--- config.mk ---
export PLATFORM = sky130hd
export DESIGN_NAME = mac_scheduler
export DESIGN_NICKNAME = d
export VERILOG_FILES = /design/src/rtl/accel_pkg.sv /design/src/rtl/rr_arbiter.sv /design/src/rtl/mac_scheduler.sv
export SDC_FILE = /design/constraint.sdc
export NUM_CORES = 1
export LEC_CHECK = 0
export ABC_AREA = 1
export CAP_MARGIN = 10
export CELL_PAD_IN_SITES_DETAIL_PLACEMENT = 0
export CELL_PAD_IN_SITES_GLOBAL_PLACEMENT = 2
export CORE_ASPECT_RATIO = 0.5
export CORE_MARGIN = 2
export CORE_UTILIZATION = 17
export DETAILED_ROUTE_END_ITERATION = 8
export PLACE_DENSITY_LB_ADDON = 0.1
export SLEW_MARGIN = 20
export SYNTH_ARGS = -nofsm -noshare
export SYNTH_HDL_FRONTEND = slang
export SYNTH_SLANG_ARGS = --single-unit
--- constraint.sdc ---
create_clock -name clk -period 2 [get_ports clk]
set_input_delay 0.6 -clock clk [delete_from_list [all_inputs] [get_ports clk]]
set_output_delay 0.6 -clock clk [all_outputs]
set_load 0.01 [all_outputs]
--- src/rtl/accel_pkg.sv ---
// accel_pkg: shared FSM state encoding, width defaults and a burst-length clamp for the accelerator blocks
package accel_pkg;
  typedef enum logic [2:0] {IDLE, CLEAR, FEED, DRAIN, RESULT} state_t;
  localparam int DEF_DATA_W = 16;
  localparam int DEF_ACC_W = 32;
  localparam int DEF_MAX_LEN = 16;
  function automatic int clamp_len(input int l, input int max_len);
    return l > max_len ? max_len : l;
  endfunction
endpackage

--- src/rtl/rr_arbiter.sv ---
// rr_arbiter: combinational round-robin pick; ports: req vector and last-winner ptr in, one-hot grant and its idx out
module rr_arbiter #(
  parameter int N = 4,
  localparam int IW = $clog2(N)
) (
  input  logic [N-1:0]  req,
  input  logic [IW-1:0] ptr,
  output logic [N-1:0]  grant,
  output logic [IW-1:0] idx
);
  logic [IW-1:0] k;
  always_comb begin
    grant = '0;
    idx = '0;
    k = '0;
    for (int i = N; i >= 1; i--) begin
      k = IW'((int'(ptr) + i) % N);
      if (req[k]) begin
        grant = '0;
        grant[k] = 1'b1;
        idx = k;
      end
    end
  end
endmodule

--- src/rtl/mac_scheduler.sv ---
// mac_scheduler: round-robin sharing of one mac_unit; ports: req/req_len/op_a/op_b/op_valid in and op_ready/gnt/res_valid out per requester, res_data out, mac_a/mac_b/mac_en/mac_rst to and mac_acc from the mac_unit, busy out
module mac_scheduler
  import accel_pkg::*;
#(
  parameter int NUM_REQ = 4,
  parameter int DATA_W = DEF_DATA_W,
  parameter int ACC_W = DEF_ACC_W,
  parameter int MAX_LEN = DEF_MAX_LEN,
  parameter int LEN_W = 5,
  parameter int MAC_LAT = 2
) (
  input  logic                       clk,
  input  logic                       rst,
  input  logic [NUM_REQ-1:0]         req,
  input  logic [NUM_REQ*LEN_W-1:0]   req_len,
  input  logic [NUM_REQ*DATA_W-1:0]  op_a,
  input  logic [NUM_REQ*DATA_W-1:0]  op_b,
  input  logic [NUM_REQ-1:0]         op_valid,
  output logic [NUM_REQ-1:0]         op_ready,
  output logic [NUM_REQ-1:0]         gnt,
  output logic [NUM_REQ-1:0]         res_valid,
  output logic [ACC_W-1:0]           res_data,
  output logic [DATA_W-1:0]          mac_a,
  output logic [DATA_W-1:0]          mac_b,
  output logic                       mac_en,
  output logic                       mac_rst,
  input  logic [ACC_W-1:0]           mac_acc,
  output logic                       busy
);
  localparam int IW = $clog2(NUM_REQ);
  localparam int DW = $clog2(MAC_LAT + 1) + 1;
  state_t state, state_n;
  logic [IW-1:0] ptr, w, widx, ptr_d, w_d;
  logic [NUM_REQ-1:0] win, gnt_d, res_valid_d;
  logic [LEN_W-1:0] len, count, rlen, len_d, count_d;
  logic [DW-1:0] dcnt, dcnt_d;
  logic [ACC_W-1:0] res_data_d;
  logic [DATA_W-1:0] mac_a_d, mac_b_d;
  logic accept, last, drained, mac_en_d, mac_rst_d, busy_d;
  rr_arbiter #(.N(NUM_REQ)) u_arb (.req(req), .ptr(ptr), .grant(win), .idx(widx));
  assign rlen = req_len[widx*LEN_W +: LEN_W];
  assign accept = state == FEED && op_valid[w];
  assign last = accept && count + LEN_W'(1) == len;
  // DRAIN spans MAC_LAT+1 cycles: one for the operand register, MAC_LAT inside the mac_unit
  assign drained = state == DRAIN && dcnt == DW'(MAC_LAT);
  assign op_ready = state == FEED ? gnt : '0;
  always_ff @(posedge clk)
    if (rst) begin
      state <= IDLE;
      ptr <= IW'(NUM_REQ - 1);
      w <= '0;
      len <= '0;
      count <= '0;
      dcnt <= '0;
      gnt <= '0;
      res_valid <= '0;
      res_data <= '0;
      mac_a <= '0;
      mac_b <= '0;
      mac_en <= 1'b0;
      mac_rst <= 1'b0;
      busy <= 1'b0;
    end else begin
      state <= state_n;
      ptr <= ptr_d;
      w <= w_d;
      len <= len_d;
      count <= count_d;
      dcnt <= dcnt_d;
      gnt <= gnt_d;
      res_valid <= res_valid_d;
      res_data <= res_data_d;
      mac_a <= mac_a_d;
      mac_b <= mac_b_d;
      mac_en <= mac_en_d;
      mac_rst <= mac_rst_d;
      busy <= busy_d;
    end
  always_comb begin
    state_n = state;
    case (state)
      IDLE:    state_n = |req ? CLEAR : IDLE;
      CLEAR:   state_n = len == '0 ? DRAIN : FEED;
      FEED:    state_n = last ? DRAIN : FEED;
      DRAIN:   state_n = drained ? RESULT : DRAIN;
      default: state_n = IDLE;
    endcase
  end
  always_comb begin
    gnt_d = state_n == IDLE ? '0 : state == IDLE ? win : gnt;
    w_d = state == IDLE ? widx : w;
    len_d = state == IDLE ? LEN_W'(clamp_len(int'(rlen), MAX_LEN)) : len;
    count_d = state == CLEAR ? '0 : accept ? count + LEN_W'(1) : count;
    dcnt_d = state == DRAIN ? dcnt + DW'(1) : '0;
    mac_a_d = accept ? op_a[w*DATA_W +: DATA_W] : mac_a;
    mac_b_d = accept ? op_b[w*DATA_W +: DATA_W] : mac_b;
    mac_en_d = accept;
    mac_rst_d = state_n == CLEAR;
    res_valid_d = drained ? gnt : '0;
    res_data_d = drained ? mac_acc : res_data;
    ptr_d = state == RESULT ? w : ptr;
    busy_d = state_n != IDLE;
  end
endmodule

==> qor.yml, run 1 <==
setup_path:
  worstPathRequired_ps: 2300
  path_class: "reg2reg"
  crit_fanout: 7
  reg2reg_from: "ptr[0]$_SDFFE_PP1N_"
  r2r_end: "len[0]$_SDFFE_PP0P_"
  reg2reg_slack_ps: 20
  reg2regPathDepth: 16
  cp-start-kind: "flop"
  arrival_ps: 2280
  endpoint_kind: "flop"
  crit_start: "ptr[0]$_SDFFE_PP1N_"
routing:
  drt-initial-drc-count: 203
  dr.pass1.iters: 4
  vias: 5838
  wl_met3_um: 1010
  drc_errors: 0
  met2_length_um: 10400
  ant_nets: 0
  wl_per_cell_um: 14.8
  wl_met1_um: 9580
  routed_via_density: 4.09
  topRoutingLayerUsed: "met4"
  wirelength_um: 21200
yosys:
  yosysUniqueCellTypes: 33
  synth_most_common_cell: "nor2_1"
  synth_top_family_by_area: "simple AND/OR/NAND/NOR gates"
  synthCells: 746
  synth_xor_area_frac: 0.0106
  synth_top_area_cell: "dfxtp_1"
  seq_area_frac_synth: 0.383
  synth_top_area_share: 0.383
  synth_compound_area_frac: 0.217
  synth_top_flop_cell: "dfxtp_1"
  syn_nets: 943
  avgSynthCellArea_um2: 6.66
  synthTopCellsByCount: "nor2_1 (217), o21ai_0 (139), dfxtp_1 (95)"
  yosysWarningCount: 0
  synth-simple-area-share: 0.291
  ys_seq_elements: 95
  synth_fa_ha_area_frac: 0.0176
  synth.area.top_cells: "dfxtp_1 (38%), nor2_1 (16%), o21ai_0 (14%)"
  synth-edff-count: 0
  async_flop_share: 0
  synth_mux_area_frac: 0
  synth_area_um2: 4970
clock_network:
  cts_made_buffers: 9
  postCtsHoldBufs: 0
  clock-sinks: 95
  htree_levels: 3
  clk_pin_slew_ps: 80
  clk_latency_ps: 360
  cts_tree: "done"
  clockBufferDepth: 2
  clockRootBuffer: "clkbuf_16"
floorplanning:
  core_area_um2: 28800
  dieArea_um2: 30700
  rows: 44
  io_pins: 269
  initial_core_util: 0.172
  die_w_um: 246
  die_height_um: 125
place:
  place_inst: 1405
  place_congestion: 0.794
  io_buffers: 268
  dpl.hpwl_um: 15500
  dp_slack_ps: -547
timing:
  hold_viol: 0
  setup_slack_ps: 19.3
  rsz0062_at_grt: "true"
  setup_viol: 0
  fin_crit_ps: 1980
  drv_slew: 0
  worst_slew_margin_rel: 0.511
  period_share: 0.990
  max_freq_mhz: 505
  tightest_slew_ps: 734
  clock_skew_ps: 7.60
grt:
  overflow: 0
  grt_start_max_net_pins: 65
  grt_usage: 0.138
  grt_pass1_vias: 5956
  grt_pass1_wl_um: 32900
  antenna_found_initial: 1
finish:
  syn_to_final_growth_pct: 79.5
  drive_gt1_frac: 0.137
  num-fill-cells: 3147
  finalNonFillerCells: 1428
  nNetsFinal: 1228
worst_hold_path:
  hp-class: "reg2reg"
  hold_depth: 1
  hold-path-endpoint: "dcnt[0]$_SDFF_PP0_"
  hold_start: "dcnt[0]$_SDFF_PP0_"
power_and_ir_drop:
  power_density_nw_per_um2: 754
  p_leak_nw: 3.42
  total_power_mw: 6.72
  peakVddDrop_mv: 0.421
status:
  outcome: "finished clean"
run:
  cap_violations: 0
-- cell families (layout without fill, tap and decap cells) --
family                   count (synthesis)  after routing
buffers and inverters                  102            390
other                                    0              1
XOR/XNOR                                 6              6
flip-flops                              95             95
AO/OA/AOI/OAI                          201            201
adder cells (fa/ha/maj)                  7              7
AND/OR/NAND/NOR                        335            337
-- layer usage --
metal,global-route usage,vias to the layer above
li1,-,3041
met1,0.172,2662
met2,0.235,120
met3,0.0368,15
met4,0.0324,0
met5,0,-
-- cells in the final DEF, fill, tap and decap left out, types with 9 or more instances in the layout --
master / instances
a21oi_1: 14
inv_2: 12
nand3_2: 10
nor3_1: 11
nor2_1: 217
a31oi_1: 32
inv_1: 40
nand2_2: 18
clkdlybuf4s50_1: 260
clkbuf_16: 9
dfxtp_1: 91
o21ai_0: 139
buf_4: 43
nand2_1: 39
-- how the worst max path moves through the flow --
stage / endpoint / slack [ps] / cells past startpoint
6_report: len[0]$_SDFFE_PP0P_ / 20 / 16
5_1_grt: len[0]$_SDFFE_PP0P_ / -90 / 17
4_1_cts: len[0]$_SDFFE_PP0P_ / 6 / 17
3_5_place_dp: len[0]$_SDFFE_PP0P_ / -550 / 17
3_3_place_gp: len[0]$_SDFFE_PP0P_ / -530 / 17
2_1_floorplan: len[4]$_SDFFE_PP0P_ / 10 / 16
-- sequential cells by signal, summed over array words and instances (netlist names) --
name       flops
w              2
mac_en         1
mac_rst        1
gnt            4
ptr            2
mac_b         16
res_data      32
res_valid      4
state          3
dcnt           3
count          5
busy           1
len            5
mac_a         16
-- critical path, stage by stage, from the launching register on --
cell and delay [ps]:
dfxtp_4 360, inv_4 40, ha_4 310, inv_4 60, nand3_4 90, nand2_4 80
nor2_4 140, nand2_8 100, nand2_8 110, nand2_1 70, nand3_2 80, nand2_1 60
nor2_1 90, nand2_1 70, nand2_2 80, nand2_2 50, a21oi_2 130
-- stage by stage --
| stage | hold WS (ps) | setup TNS, ps | instance area (um^2) | utilization |
|---|---|---|---|---|
| finish | 453 | 0 | 8920 | 0.309 |
| global route | 482 | -335 | 8920 | 0.309 |
| detailed placement | 444 | -10400 | 8340 | 0.289 |
| global placement | 430 | -10200 | 8340 | 0.289 |
| floorplan | 417 | 0 | 4980 | - |
| CTS | 456 | 0 | 8700 | 0.301 |
-- report_power, final --
group          total [mW]  switching, mW  internal [mW]
Sequential           2.22          0.115           2.11
Clock                1.81          0.869          0.940
Combinational        2.69           1.47           1.22
-- layout make-up --
cell class / count / area [um^2] / share of cell area
antenna: 1 / 2.50 / 0.000281
tap: 391 / 489 / 0.0549
clock buffer: 11 / 253 / 0.0283
clock inverter: 5 / 47.5 / 0.00533
inverter: 58 / 228 / 0.0255
multi-input combinational: 551 / 2920 / 0.328
timing repair buffer: 316 / 3060 / 0.344
sequential: 95 / 1910 / 0.214
-- timing repair --
action,in CTS,in global routing
buffers inserted,2,2
pin swaps,9,15
setup endpoints to repair,9,14
gates resized for setup,37,44
gates cloned,1,1
Power figures use the tool's default switching activity.
==> run 2: changes to the inputs <==
- SYNTH_HIERARCHICAL: default -> 1
==> qor.yml, run 2 <==
status:
  outcome: "complete, but fails checks"
  violations: "negative setup slack"
timing:
  clock_skew_ps: 5.48  # -2.12 ps
  setup_slack_ps: -97.0  # -116 ps
  period_share: 1.05  # +0.0582
  worst_slew_margin_rel: 0.676  # +0.165
  hold_viol: 0  # unchanged
  holdWs_ps: 446  # -7.11 ps
  max_freq_mhz: 477  # -5.5%
  tightest_slew_ps: 486  # -248 ps
  drv_slew: 0  # unchanged
  fin_crit_ps: 2100  # +116 ps
  rsz0062_at_grt: "true"
  setup_viol: 5  # +5
routing:
  dr.pass1.iters: 4  # unchanged
  wirelength_um: 21400  # +1.1%
  drc_errors: 0  # unchanged
  drt-initial-drc-count: 166  # -18%
  ant_nets: 0  # unchanged
  routed_via_density: 4.06  # -0.76%
  vias: 5944  # +1.8%
  wl_per_cell_um: 14.6  # -1.5%
yosys:
  synth_compound_area_frac: 0.209  # -0.00784
  synth_top_area_share: 0.377  # -0.00551
  synthTopCellsByCount: "nor2_1 (228), o21ai_0 (131), dfxtp_1 (95)"
  synth.area.top_cells: "dfxtp_1 (38%), nor2_1 (17%), o21ai_0 (13%)"
  synth_fa_ha_area_frac: 0.0223  # +0.00471
  synth_top_area_cell: "dfxtp_1"
  synth-edff-count: 0  # unchanged
  synth-simple-area-share: 0.300  # +0.00921
  synth_xor_area_frac: 0.00348  # -0.00710
  synthCells: 774  # +3.8%
  async_flop_share: 0  # unchanged
  syn_nets: 973  # +3.2%
  yosysWarningCount: 6  # +6
  ys_seq_elements: 95  # unchanged
  synth_mux_area_frac: 0  # unchanged
  yosysUniqueCellTypes: 33  # unchanged
  seq_area_frac_synth: 0.377  # -0.00551
  synth_area_um2: 5040  # +1.5%
  synth_top_flop_cell: "dfxtp_1"
  synth_top_family_by_area: "simple AND/OR/NAND/NOR gates"
  synth_most_common_cell: "nor2_1"
  avgSynthCellArea_um2: 6.51  # -2.2%
floorplanning:
  die_height_um: 126  # +0.70%
  io_pins: 269  # unchanged
  initial_core_util: 0.173  # +0.00119
  dieArea_um2: 31100  # +1.4%
  die_w_um: 248  # +0.72%
  rows: 44  # unchanged
  core_area_um2: 29100  # +0.76%
setup_path:
  arrival_ps: 2410  # +130 ps
  cp-start-kind: "flop"
  worstPathRequired_ps: 2310  # about the same
  crit_fanout: 5  # -2
  path_class: "reg2reg"
  endpoint_kind: "flop"
  reg2regPathDepth: 16  # unchanged
finish:
  syn_to_final_growth_pct: 78.8
  largest_register_ff_count: 32  # unchanged
  drive_gt1_frac: 0.139  # +0.00167
  nNetsFinal: 1268  # +3.3%
  n_antenna_cell: 0  # -1
  largest_register: "res_data"
  num-fill-cells: 3171  # +0.76%
  layout_commonest_cell: "clkdlybuf4s50_1"
  final_cell_mix: "clkdlybuf4s50_1 (260), nor2_1 (226), o21ai_0 (129)"
  finalNonFillerCells: 1465  # +2.6%
  reg_top3: "res_data: 32 flops, mac_a: 16 flops, mac_b: 16 flops"
  final_cell_area_um2: 9010  # +1.1%
clock_network:
  clock-sinks: 95  # unchanged
  clk_pin_slew_ps: 70  # about the same
  postCtsHoldBufs: 0  # unchanged
  clockRootBuffer: "clkbuf_16"
  cts_made_buffers: 9  # unchanged
  htree_levels: 3  # unchanged
  cts_tree: "done"
  clk_latency_ps: 370  # about the same
  clockBufferDepth: 2  # unchanged
grt:
  antenna_found_initial: 0  # -1
  grt_pass1_vias: 6127  # +2.9%
  grt_usage: 0.139  # +0.00132
  grt_pass1_wl_um: 33400  # +1.6%
  grt_start_max_net_pins: 39  # -40%
  overflow: 0  # unchanged
place:
  place_congestion: 0.742  # -6.5%
  place_inst: 1441  # +2.6%
  io_buffers: 268  # unchanged
  dpl.hpwl_um: 16000  # +3.0%
  placed_area_um2: 8500  # +2.0%
  dp_slack_ps: -793  # -246 ps
run:
  cap_violations: 0  # unchanged
power_and_ir_drop:
  power_density_nw_per_um2: 782  # +3.7%
  peakVddDrop_mv: 0.443  # +5.2%
  p_leak_nw: 3.56  # +4.2%
worst_hold_path:
  hold_depth: 1  # unchanged
  hp-class: "reg2reg"
==> run 2: cell count changes in the layout (fill, tap and decap cells not counted), moves of 6 or more <==
| cell | delta |
|---|---|
| nor2_1 | +9 |
| o21ai_1 | +13 |
| nand2_1 | +27 |
| buf_4 | +13 |
| nand3b_1 | -6 |
| o22ai_1 | -8 |
| nor3_1 | -9 |
| o21ai_0 | -10 |
| nand3_1 | +13 |
==> run 2: per-stage QoR <==
stage	util	power (mW)	TNS, ps
global route	0.310	7.67	-1100
CTS	0.306	7.19	-212
global placement	0.292	5.28	-5360
finish	0.310	7.05	-326
floorplan	-	3.87	-137
detailed placement	0.292	5.28	-5700
==> run 2: logic make-up (layout without fill, tap and decap cells) <==
group	count (synthesis)	in the layout
xor+xnor	2	2
simple gates	368	368
flops	95	95
fa+ha+maj	9	9
compound gates	200	200
buf+inv	100	400
==> run 2: cell type report <==
| type | count | area (um^2) | share of cell area |
|---|---|---|---|
| Clock inverter | 6 | 51.3 | 0.00569 |
| Sequential cell | 95 | 1910 | 0.212 |
| Clock buffer | 10 | 239 | 0.0265 |
| Tap cell | 391 | 489 | 0.0543 |
| Multi-Input combinational cell | 579 | 2920 | 0.324 |
| Timing Repair Buffer | 330 | 3180 | 0.353 |
| Inverter | 54 | 223 | 0.0247 |
==> run 2: path summary, 6_finish.rpt <==
check | end | from | slack, ps
max | len[1]$_SDFFE_PP0P_ | ptr[1]$_SDFFE_PP1N_ | -100
min | dcnt[0]$_SDFF_PP0_ | dcnt[0]$_SDFF_PP0_ | 450
max reg2reg | len[1]$_SDFFE_PP0P_ | ptr[1]$_SDFFE_PP1N_ | -100
min reg2reg | dcnt[0]$_SDFF_PP0_ | dcnt[0]$_SDFF_PP0_ | 450
==> run 2: repair_timing <==
action | CTS | global route
cloned | 1 | 0
pin swaps | 21 | 14
buffers inserted | 5 | 2
endpoints found under the setup margin | 9 | 9
gates resized for setup | 49 | 22
hold endpoints to repair | 0 | 0
==> run 2: report_power, final <==
group / switching, mW / internal (mW) / leakage, nW
Combinational: 1.61 / 1.34 / 2.64
Sequential: 0.162 / 2.15 / 0.771
Clock: 0.884 / 0.902 / 0.146
Total: 2.66 / 4.39 / 3.56
==> run 2: worst max-delay path, stage by stage (launching register included) <==
cell and delay, ps:
dfxtp_4 360, inv_4 40, ha_4 260, inv_4 80, nand3_4 70, nand2_4 100, nor2_4 50, o21ai_4 130
nand2_4 110, buf_6 150, nand2_2 50, nand3_2 60, nand2_1 80, nand3_2 90, o21ai_4 180, nand3_1 110
a21oi_2 110
==> run 2: metal layers <==
layer	vias to the layer above	global-route usage	wire length, um
met3	17	0.0375	895
met5	-	0	0
met4	0	0.0370	281
li1	3123	-	-
met1	2711	0.163	9510
met2	93	0.250	10700
==> run 3: changes to the inputs <==
- CTS_CLUSTER_DIAMETER: default -> 60
- CTS_CLUSTER_SIZE: default -> 10
- SETUP_SLACK_MARGIN: default -> 0.4
==> qor.yml, run 3 (synthesized netlist as in run 2, its figures left out) <==
status:
  outcome: "complete, but fails checks"
  violations: "negative setup slack"
power_and_ir_drop:
  total_power_mw: 7.68  # +8.9%
  peakVddDrop_mv: 0.489  # +10%
  p_leak_nw: 3.91  # +9.8%
  power_density_nw_per_um2: 797  # +1.9%
setup_path:
  path_class: "in2reg"
  worstPathRequired_ps: 2300  # about the same
  endpoint_kind: "flop"
  arrival_ps: 2410  # about the same
  crit_fanout: 5  # unchanged
  cp-start-kind: "input pin"
grt:
  grt_pass1_vias: 6278  # +2.5%
  overflow: 0  # unchanged
  antenna_found_initial: 0  # unchanged
  grt_start_max_net_pins: 54  # +38%
  grt_usage: 0.145  # +0.00576
  grt_pass1_wl_um: 34800  # +4.0%
finish:
  drive_gt1_frac: 0.270  # +0.131
  layout_commonest_cell: "nor2_1"
  largest_register: "res_data"
  syn_to_final_growth_pct: 91.1
  reg_top3: "res_data: 32 flops, mac_a: 16 flops, mac_b: 16 flops"
  num-fill-cells: 3158  # -0.41%
  largest_register_ff_count: 32  # unchanged
  n_antenna_cell: 0  # unchanged
  post-route-util: 0.331  # +0.0213
  nNetsFinal: 1288  # +1.6%
  finalNonFillerCells: 1484  # +1.3%
  final_cell_mix: "nor2_1 (218), clkdlybuf4s50_1 (184), o21ai_0 (109)"
place:
  io_buffers: 268  # unchanged
  place_congestion: 0.782  # +5.3%
  dpl.hpwl_um: 15800  # -0.97%
  place_inst: 1438  # -0.21%
routing:
  drt-initial-drc-count: 237  # +43%
  drc_errors: 0  # unchanged
  dr.pass1.iters: 4  # unchanged
  ant_nets: 0  # unchanged
  wirelength_um: 22200  # +3.8%
  wl_per_cell_um: 15.0  # +2.5%
  vias: 6097  # +2.6%
  routed_via_density: 4.11  # +1.3%
floorplanning:
  die_w_um: 248  # unchanged
  die_height_um: 126  # unchanged
  io_pins: 269  # unchanged
  initial_core_util: 0.173  # unchanged
  dieArea_um2: 31100  # unchanged
  core_area_um2: 29100  # unchanged
  rows: 44  # unchanged
timing:
  rsz0062_at_grt: "true"
  tightest_slew_ps: 569  # +83.1 ps
  worst_slew_margin_rel: 0.621  # -0.0554
  setup_slack_ps: -112  # -14.6 ps
  setup_viol: 4  # -1
  drv_slew: 0  # unchanged
  hold_viol: 0  # unchanged
  max_freq_mhz: 474  # -0.69%
  period_share: 1.06  # +0.00730
  clock_skew_ps: 9.01  # +3.53 ps
  fin_crit_ps: 2110  # +14.6 ps
  tns_ps: -370  # -44.0 ps
clock_network:
  postCtsHoldBufs: 0  # unchanged
  clk_latency_ps: 370  # about the same
  clockBufferDepth: 2  # unchanged
  cts_made_buffers: 9  # unchanged
  htree_levels: 3  # unchanged
  clk_pin_slew_ps: 70  # about the same
  clock-sinks: 95  # unchanged
  cts_tree: "done"
  clockRootBuffer: "clkbuf_16"
run:
  cap_violations: 0  # unchanged
worst_hold_path:
  hp-class: "reg2reg"
==> run 3: cell count changes in the layout (fill, tap and decap cells not counted), moves of 13 or more <==
cell and change:
clkdlybuf4s50_1 -76, o21ai_2 +21, o21ai_0 -20, clkdlybuf4s15_1 +13, clkbuf_2 +42
==> run 3: metal layers <==
| metal | part of all wire | up-vias | GRT usage |
|---|---|---|---|
| li1 | - | 3182 | - |
| met1 | 0.43 | 2793 | 0.174 |
| met2 | 0.51 | 107 | 0.257 |
| met3 | 0.048 | 15 | 0.0386 |
| met4 | 0.011 | 0 | 0.0328 |
| met5 | 0 | - | 0 |
==> run 3: power breakdown <==
| part | internal [mW] | total [mW] | switching (mW) |
|---|---|---|---|
| logic | 1.67 | 3.64 | 1.97 |
| registers | 2.15 | 2.34 | 0.183 |
| clock network | 0.854 | 1.70 | 0.844 |
| total | 4.68 | 7.68 | 2.99 |
==> run 3: area by class of cell <==
class / instances / area (um^2) / area share
inverters: 54 / 235 / 0.0244
repair inverters: 1 / 16.3 / 0.00169
flip-flops and latches: 95 / 1920 / 0.200
multi-input cells: 579 / 3300 / 0.343
repair buffers: 349 / 3400 / 0.353
clock buffers: 10 / 229 / 0.0238
clock inverters: 5 / 43.8 / 0.00455
well taps: 391 / 489 / 0.0508
==> run 3: path summary, 6_finish.rpt <==
path	slack (ps)	depth (start not counted)	endpoint	startpoint
max	-110	16	len[3]$_SDFFE_PP0P_	req[1]
min	450	1	dcnt[0]$_SDFF_PP0_	dcnt[0]$_SDFF_PP0_
max reg2reg	-110	16	len[3]$_SDFFE_PP0P_	ptr[1]$_SDFFE_PP1N_
min reg2reg	450	1	dcnt[0]$_SDFF_PP0_	dcnt[0]$_SDFF_PP0_
==> run 3: metrics by stage <==
step / hold WS [ps] / instance area, um^2 / setup WS [ps]
2_1_floorplan: 417 / 5110 / -60.1
3_3_place_gp: 432 / 8490 / -730
3_5_place_dp: 436 / 8490 / -795
4_1_cts: 452 / 9400 / -94.2
5_1_grt: 487 / 9630 / -281
6_report: 446 / 9630 / -112
==> run 3: worst max-delay path, cell delays in order <==
cell	delay, ps
dlygate4sd2_1	260
buf_4	140
nand2_4	70
nand2_4	60
nand2_2	90
nand2_4	70
o21ai_4	170
nand2_4	100
buf_6	150
nand2_4	60
nand3_4	60
nand2_2	80
nand3_2	80
o21ai_2	180
nand3_1	100
a21oi_1	140
==> run 3: repair_timing <==
item                                   4_1_cts  5_1_grt
cloned                                       8        0
setup endpoints to repair                  117      147
pin swaps                                   42       42
setup buffers                               17        6
resized for setup                          283      155
endpoints found under the hold margin        0        0
